==> config.mk <==
export PLATFORM = sky130hd
export DESIGN_NAME = reg_file_idu
export DESIGN_NICKNAME = d
export VERILOG_FILES = /design/src/rtl/reg_file_idu.sv
export SDC_FILE = /design/constraint.sdc
export NUM_CORES = 1
export LEC_CHECK = 0
export ABC_AREA = 1
export BUFFER_PORTS_ARGS = -buffer_cell sky130_fd_sc_hd__buf_2
export CAP_MARGIN = 30
export CORE_ASPECT_RATIO = 1.5
export CORE_UTILIZATION = 30
export CTS_CLUSTER_SIZE = 25
export DETAILED_ROUTE_END_ITERATION = 10
export PLACE_DENSITY = 0.52
export SLEW_MARGIN = 30
export SYNTH_ARGS = -nofsm -noshare
export SYNTH_HDL_FRONTEND = slang
export SYNTH_SLANG_ARGS = --single-unit
==> constraint.sdc <==
create_clock -name clk -period 4.4 [get_ports clk]
set_input_delay 0.22 -clock clk [delete_from_list [all_inputs] [get_ports clk]]
set_output_delay 0.22 -clock clk [all_outputs]
set_load 0.03 [all_outputs]
==> src/rtl/reg_file_idu.sv <==
// CPU register file with address/data bus muxing, ALU operand selection and the 16-bit IDU.
// Commits 8/16-bit, PC and flag writebacks from the decoder's control word and stalls on slow memory.
module reg_file_idu #(
    parameter logic [15:0] RESET_PC = 16'h0000,
    parameter logic [15:0] RESET_SP = 16'hFFFE,
    parameter logic [7:0]  DB_IDLE  = 8'hFF
) (
    input  logic        clk,
    input  logic        rst,
    input  logic [2:0]  s_ab,
    input  logic [3:0]  s_db,
    input  logic [3:0]  t_db,
    input  logic [1:0]  s_r_wb,
    input  logic [2:0]  s_acc,
    input  logic        s_arg,
    input  logic [1:0]  idu,
    input  logic [1:0]  s_rr_wb,
    input  logic [2:0]  t_rr_wb,
    input  logic        wr_pc,
    input  logic        fetch,
    input  logic [7:0]  alu_result,
    input  logic        alu_carry,
    input  logic [7:0]  sru_result,
    input  logic        flags_we,
    input  logic [3:0]  flags_in,
    input  logic [7:0]  mem_rdata,
    input  logic        mem_ready,
    output logic [15:0] mem_addr,
    output logic        mem_rd,
    output logic        mem_we,
    output logic [7:0]  mem_wdata,
    output logic        stall,
    output logic [7:0]  alu_acc,
    output logic [7:0]  alu_arg,
    output logic [3:0]  flags_out,
    output logic [15:0] pc_out
);
    // reg8_t: 0..13 index the register file directly
    localparam logic [3:0] R_B = 4'd0, R_C = 4'd1, R_D = 4'd2, R_E = 4'd3, R_H = 4'd4, R_L = 4'd5,
                           R_A = 4'd6, R_F = 4'd7, R_W = 4'd8, R_Z = 4'd9, R_SPH = 4'd10,
                           R_SPL = 4'd11, R_PCH = 4'd12, R_PCL = 4'd13, R_MEM = 4'd14, R_NONE = 4'd15;
    // reg16_t
    localparam logic [2:0] P_WZ = 3'd0, P_BC = 3'd1, P_DE = 3'd2, P_HL = 3'd3, P_AF = 3'd4,
                           P_SP = 3'd5, P_PC = 3'd6, P_PCH_ZERO = 3'd7;
    localparam logic [1:0] WB_DB = 2'd0, WB_ALU = 2'd1, WB_SRU = 2'd2;
    localparam logic [2:0] ACC_A = 3'd0, ACC_DB = 3'd1, ACC_SPL = 3'd2, ACC_SPH = 3'd3, ACC_PCL = 3'd4;
    localparam logic [1:0] IDU_INC = 2'd0, IDU_DEC = 2'd1, IDU_ADJ = 2'd2;
    localparam logic [1:0] RR_NONE = 2'd0, RR_IDU = 2'd1, RR_WZ = 2'd2;

    logic [13:0][7:0] rf;
    logic [7:0]       db, wb8, adj;
    logic [15:0]      idu_out, rr_val;
    logic             rr_en;

    always_comb begin
        case (s_ab)
            P_WZ:       mem_addr = {rf[R_W], rf[R_Z]};
            P_BC:       mem_addr = {rf[R_B], rf[R_C]};
            P_DE:       mem_addr = {rf[R_D], rf[R_E]};
            P_HL:       mem_addr = {rf[R_H], rf[R_L]};
            P_AF:       mem_addr = {rf[R_A], rf[R_F] & 8'hF0};
            P_SP:       mem_addr = {rf[R_SPH], rf[R_SPL]};
            P_PC:       mem_addr = {rf[R_PCH], rf[R_PCL]};
            default:    mem_addr = {rf[R_PCH], 8'h00};
        endcase
    end

    always_comb begin
        db = DB_IDLE;
        if (s_db == R_MEM)      db = mem_rdata;
        else if (s_db == R_F)   db = rf[R_F] & 8'hF0;
        else if (s_db != R_NONE) db = rf[s_db];
    end

    always_comb begin
        case (s_acc)
            ACC_DB:  alu_acc = db;
            ACC_SPL: alu_acc = rf[R_SPL];
            ACC_SPH: alu_acc = rf[R_SPH];
            ACC_PCL: alu_acc = rf[R_PCL];
            default: alu_acc = rf[R_A];
        endcase
    end
    assign alu_arg = s_arg ? 8'h01 : db;

    // ADJ sign-corrects the high byte after a signed 8-bit offset was added to the low byte
    always_comb begin
        adj = 8'h00;
        if (alu_carry && !rf[R_Z][7])      adj = 8'h01;
        else if (!alu_carry && rf[R_Z][7]) adj = 8'hFF;
        case (idu)
            IDU_INC: idu_out = mem_addr + 16'h0001;
            IDU_DEC: idu_out = mem_addr - 16'h0001;
            IDU_ADJ: idu_out = mem_addr + {adj, 8'h00};
            default: idu_out = mem_addr;
        endcase
    end

    always_comb begin
        case (s_r_wb)
            WB_ALU:  wb8 = alu_result;
            WB_SRU:  wb8 = sru_result;
            default: wb8 = db;
        endcase
    end

    assign rr_en     = (s_rr_wb == RR_IDU) || (s_rr_wb == RR_WZ);
    assign rr_val    = (s_rr_wb == RR_IDU) ? idu_out : {rf[R_W], rf[R_Z]};
    assign mem_rd    = (s_db == R_MEM) | fetch;
    assign mem_we    = (t_db == R_MEM);
    assign mem_wdata = wb8;
    assign stall     = (mem_rd | mem_we) & ~mem_ready;
    assign flags_out = rf[R_F][7:4];
    assign pc_out    = {rf[R_PCH], rf[R_PCL]};

    // Later assignments override earlier ones on the same byte, giving the commit priority
    always_ff @(posedge clk) begin
        if (rst) begin
            rf        <= '0;
            rf[R_SPH] <= RESET_SP[15:8];
            rf[R_SPL] <= RESET_SP[7:0];
            rf[R_PCH] <= RESET_PC[15:8];
            rf[R_PCL] <= RESET_PC[7:0];
        end else if (!stall) begin
            if (flags_we) rf[R_F] <= {flags_in, 4'h0};
            if (rr_en) begin
                case (t_rr_wb)
                    P_WZ: begin rf[R_W] <= rr_val[15:8]; rf[R_Z] <= rr_val[7:0]; end
                    P_BC: begin rf[R_B] <= rr_val[15:8]; rf[R_C] <= rr_val[7:0]; end
                    P_DE: begin rf[R_D] <= rr_val[15:8]; rf[R_E] <= rr_val[7:0]; end
                    P_HL: begin rf[R_H] <= rr_val[15:8]; rf[R_L] <= rr_val[7:0]; end
                    P_AF: begin rf[R_A] <= rr_val[15:8]; rf[R_F] <= {rr_val[7:4], 4'h0}; end
                    P_SP: begin rf[R_SPH] <= rr_val[15:8]; rf[R_SPL] <= rr_val[7:0]; end
                    P_PC: begin rf[R_PCH] <= rr_val[15:8]; rf[R_PCL] <= rr_val[7:0]; end
                    default: ;
                endcase
            end
            if (wr_pc) begin
                rf[R_PCH] <= idu_out[15:8];
                rf[R_PCL] <= idu_out[7:0];
            end
            if (t_db == R_F)        rf[R_F] <= {wb8[7:4], 4'h0};
            else if (t_db <= R_PCL) rf[t_db] <= wb8;
        end
    end

    always_ff @(posedge clk) begin
        if (!rst) assert (!(s_db == R_MEM && t_db == R_MEM));
    end
endmodule

After elaboration in Yosys (flattened, before gate mapping)
Index checks and enable logic that the tools add are counted.
- register bits: 112
- input port bits: 59
- logic and storage cells: 95
- $add $sub $neg: 3
- $lt $le $gt $ge: 4
- equal/unequal tests: 27
- muxes and demuxes: 34
- bitwise operators: 4
- reductions and logical operators: 9
- operators with widths (operator ; number):
    $mux 112 ; 4
    $mux 16 ; 11
    $bwmux 112 ; 1
    $pmux 16 s7 ; 1
    $mux 8 ; 10
    $mux 56 ; 1
    $mux 48 ; 1
    $pmux 16 s3 ; 1
    $bmux 8 s4 ; 1
    $demux 8 s4 ; 1
    $pmux 8 s4 ; 1
    $eq 3x3->1 const B ; 7
    $eq 3x2->1 const B ; 6
    $add 16x1->16 const B ; 1
    $add 16x16->16 ; 1
    $pmux 8 s2 ; 1
    $sub 16x1->16 const B ; 1
    $lt 4x5->1 const B ; 2
    $eq 3x1->1 const B ; 3
    $eq 4x3->1 const B ; 2
    $eq 4x4->1 const B ; 2
    $eq 2x1->1 const B ; 3
    $eq 2x2->1 const B ; 3
    $logic_not 3->1 ; 2
    other kinds (10) ; 14

Depth between registers and ports, before layout
- word-level depth: 17
- mapped depth: 26

Least setup slack after synthesis
No wires, ideal clock.
- path type: input port to flip-flop
- start point: in s_ab[2]
- end point: reg rf, in the netlist pc_out[13]
- library setup time: 0.119 ns
- arrival: 3.126 ns
- data required time: 4.281 ns
- setup slack: 1.155 ns
- cell stages on the path: 21
- cells stage by stage: buf_6 -> inv_6 -> nand3_4 -> inv_4 -> a221oi_1 -> o2111ai_1 -> ha_1 -> a21oi_1 -> o21ai_0 -> a21oi_1 -> o21ai_1 -> nand2_1 -> nand3_1 -> nand3_1 -> nand3_2 -> o21ai_4 -> nand2_1 -> nand2_1 -> nand2_1 -> nand2_1 -> a21oi_1
- word-level cells in the longest chain between the ends: 15
- elaborated cells between the ends (all ways): 23
- classes of those cells: add/sub (3); eq/ne (6); mux (13); reduce/logical (1)
- ends and longest elaborated chain (element ; line ; source):
    from (decl) ; 10 ; input logic [2:0] s_ab,
    $eq 3x3->1 (tied with other cells) ; 56 ; case (s_ab)
    $pmux 16 s7 (*) ; 56 ;
    named net mem_addr[8] ; 28 ; output logic [15:0] mem_addr,
    $add 16x16->16 (tied with other cells) ; 94 ; IDU_ADJ: idu_out = mem_addr + {adj, 8'h00};
    $pmux 16 s3 (*) ; 91 ; case (idu)
    $mux 16 ; 108 ; assign rr_val = (s_rr_wb == RR_IDU) ? idu_out : {rf[R_W], rf[R_Z]};
    $mux 16 ; 127 ; case (t_rr_wb)
    $mux 112 ; 126 ; if (rr_en) begin
    $mux 112 ; 124 ; end else if (!stall) begin
    $mux 112 ; 118 ; if (rst) begin
    $mux 16 (*) ; 138 ; if (wr_pc) begin
    $mux 16 (*) ; 124 ;
    $mux 16 (*) ; 118 ;
    $bwmux 112 ; 143 ; else if (t_db <= R_PCL) rf[t_db] <= wb8;
    $mux 112 ; 143 ;
    $mux 48 (*) ; 142 ; if (t_db == R_F) rf[R_F] <= {wb8[7:4], 4'h0};
    to (signal, indexed assignment) ; 120 ; rf[R_SPH] <= RESET_SP[15:8];
    to (signal, indexed assignment) ; 142 ;
    to (signal, indexed assignment) ; 143 ;
    to (decl) ; 50 ; logic [13:0][7:0] rf;
The timed path passes the listed nets; every way through them passes the cells marked *. The select of a mux whose other input is x is not followed.
A chain may end at the register's enable or synchronous reset.

Worst setup path after layout
- start point: reg rf, in the netlist pc_out[1]
- end point: reg rf[82] (netlist name)
- word-level cells in the longest chain between the ends: 11
- elaborated cells between the ends (all ways): 13
- classes of those cells: add/sub (3); mux (10)
- ends and longest elaborated chain (element ; line ; source):
    from (signal, indexed assignment) ; 120 ;
    from (signal, indexed assignment) ; 121 ; rf[R_SPL] <= RESET_SP[7:0];
    from (signal, indexed assignment) ; 122 ; rf[R_PCH] <= RESET_PC[15:8];
    $pmux 16 s7 (*) ; 56 ;
    $add 16x16->16 (tied with other cells) ; 94 ;
    $pmux 16 s3 (*) ; 91 ;
    $mux 16 (*) ; 108 ;
    $mux 16 (*) ; 127 ;
    $mux 112 (*) ; 126 ;
    $mux 112 (*) ; 124 ;
    $mux 112 (*) ; 118 ;
    $bwmux 112 ; 143 ;
    $mux 112 ; 143 ;
    $mux 48 (*) ; 142 ;
Every way passes the cells marked *; elsewhere a longest branch is shown, timed or not. The select of a mux whose other input is x is not followed.

==> out/results.tsv <==
metric	value	unit
clock_path_buffers	2	
clk_pin_slew_worst_paths	0.09	ns
placed_cell_area	0.0110	sq mm
worstMarginPinSlew	1.02	ns
grt_pass1_vias	11700	
worstSetupStartpointType	flop	
placed_cells	2111	
finalCriticalPeriod	3.83	ns
setup_tns	0	ns
slew_violations	0	
syn_area_per_cell	6.13	sq um
synth_top_area_share	0.218	
outcome	finished clean	
cts_tree	done	
grt_usage	0.316	
cts_buffers	9	
yosys.area.top_type	dfxtp_1	
syn_inst	1646	
hold_viol	0	
yosys_warnings	0	
drtPass1Iterations	8	
post-route-drc-count	0	
grt_pass1_wl	77600	um
clock-sinks	110	
finish.utilization	0.345	
max_freq	0.261	GHz
final_area	0.0113	sq mm
core	0.0328	sq mm
post-cts-setup-buffer-count	0	
rsz0062_at_grt	false	
drive_gt1_frac	0.148	
arrival	4.08	ns
die_h	227	um
cts_resized	0	
area_growth	12.2	%
finClkSkew	0.00969	ns
wl_per_cell	25.3	um
fin_cells	2128	
power_leakage	4.79	nW
period_share	0.870	
gp_congestion	1.01	
core.rowCount	81	
finalSetupViolations	0	
grt_max_degree	109	
synth_fp_nets	1731	
fin_nets	1793	
vias	12600	
worst-path-buf-inv	3	
die_x	152	um
cts_root_buf	clkbuf_16	
end_kind	flop	
setup_slack	0.571	ns
drv_cap	0	
dr.first_iter.drc_count	1039	
crit_family	simple AND/OR/NAND/NOR gates	
antenna_left	0	
dp_slack	0.336	ns
worstSetupPathType	flop to flop	
layout_commonest_cell	a21oi_1	
netlist_top_cells_area	dfxtp_1 (22%), a21oi_1 (13%), o21ai_0 (13%), nand2_1 (9.2%), inv_1 (6.6%)	
required	4.65	ns
synth_seq_cells	110	
vdd_drop_max	0.213	mV
wirelength	53900	um
path_max_fanout	7	
h-tree-depth	3	
worst_path_most_repeated_cell	nand3_1	
initial_utilization	0.307	
port_buffers	121	
critPathSlowestCell	fa_1	
grt_antenna_before_repair	0	
yosysUniqueCellTypes	53	
slew_headroom	0.320	
ctsHoldBuffers	0	
power.density	320	mW/mm^2
synth-seq-area-share	0.218	
layout_common_cells	a21oi_1 (262), o21ai_0 (255), nand2_1 (247), inv_1 (175), buf_2 (121)	
hpwlAfterDp	42400	um
hold_class	input pin to flop	
vias_per_cell	5.90	
antenna_cells	0	
boundaryPins	122	
crit_chain	inv_1, o21ai_0, nor4_1, inv_1, fa_1, nand3_1, nand2_1, inv_1, o221ai_1, nand3_1, nand2_1, o21ai_0, nand3_1, o21ai_2, o21ai_0, o211ai_1, nand3_1	
clk-insertion-delay-late	0.40	ns
dieArea	0.0344	sq mm
max_stage_delay	0.47	ns
grt_overflow	0	
synth_area	0.0101	sq mm
==> sequential cells by signal, summed over array words and instances (netlist names) <==
name       flops
rf            90
pc_out        16
flags_out      4
==> layout make-up <==
type                       count  area [sq um]
timing repair buffer         168           978
sequential                   110          2200
clock buffer                  11           243
inverter                     197           756
clock inverter                 5          58.8
fill                        3725         21500
multi-input combinational   1222          6560
tap                          415           519
==> worst reg2reg max path, cell delays in order, from the launching register on <==
cell	delay, ns
dfxtp_1	0.45
inv_1	0.23
o21ai_0	0.17
nor4_1	0.44
inv_1	0.18
fa_1	0.47
nand3_1	0.09
nand2_1	0.08
inv_1	0.09
o221ai_1	0.16
nand3_1	0.15
nand2_1	0.14
o21ai_0	0.18
nand3_1	0.15
o21ai_2	0.36
o21ai_0	0.15
o211ai_1	0.10
nand3_1	0.08
==> synth_stat cells, drive strengths merged <==
library cell and number:
mux2i 1, and2 1, nor2 88, o221ai 5, ha 25, o211ai 35
a221o 5, o311ai 1, a311oi 1, o22ai 23, o21a 5, or2 4
fa 1, dfxtp 110, a21boi 3, a22oi 18, o2111ai 12, o21ai 325
a211oi 3, nor4 2, nand2 263, a21oi 262, nand3b 4, nand4 17
nand3 66, inv 195, a221oi 15, clkbuf 58, a22o 3, o21bai 4
xnor2 2, clkinv 2, xor2 2, buf 59, a41oi 1, a31oi 14
nor3 11
==> worst paths after layout <==
check / from / to / slack [ns] / cells past startpoint
worst min register to register: rf[58] / rf[58] / 0.48 / 2
worst max register to register: pc_out[1] / rf[82] / 0.57 / 17
worst max-delay path: pc_out[1] / rf[82] / 0.57 / 17
worst min-delay path: rst / rf[56] / 0.02 / 2
==> metal layers <==
| metal | share of wire | GRT usage | vias up |
|---|---|---|---|
| met4 | 0.080 | 0.237 | 0 |
| met5 | 0 | 0 | - |
| met2 | 0.48 | 0.527 | 566 |
| met3 | 0.057 | 0.0406 | 175 |
| met1 | 0.39 | 0.362 | 5944 |
| li1 | - | - | 5868 |
==> per-stage QoR <==
stage	power, mW	hold slack [ns]
after floorplan	2.13	0.297
after global placement	2.68	0.416
after detailed placement	2.68	0.430
after CTS	3.59	0.00702
after global routing	3.77	0.0219
final	3.62	0.0158
==> logic make-up after synthesis <==
group / synth area share
AO/OA/AOI/OAI: 0.407
AND/OR/NAND/NOR: 0.203
buffers and inverters: 0.134
flip-flops: 0.218
adder cells (fa/ha/maj): 0.0330
XOR/XNOR: 0.00347
multiplexers: 0.000993
==> power breakdown <==
| group | switching [mW] | internal [mW] | leakage [nW] |
|---|---|---|---|
| Combinational | 1.04 | 0.430 | 3.73 |
| Clock | 0.466 | 0.459 | 0.142 |
| Sequential | 0.143 | 1.09 | 0.909 |
No activity file was read; power rests on OpenSTA's default activity.
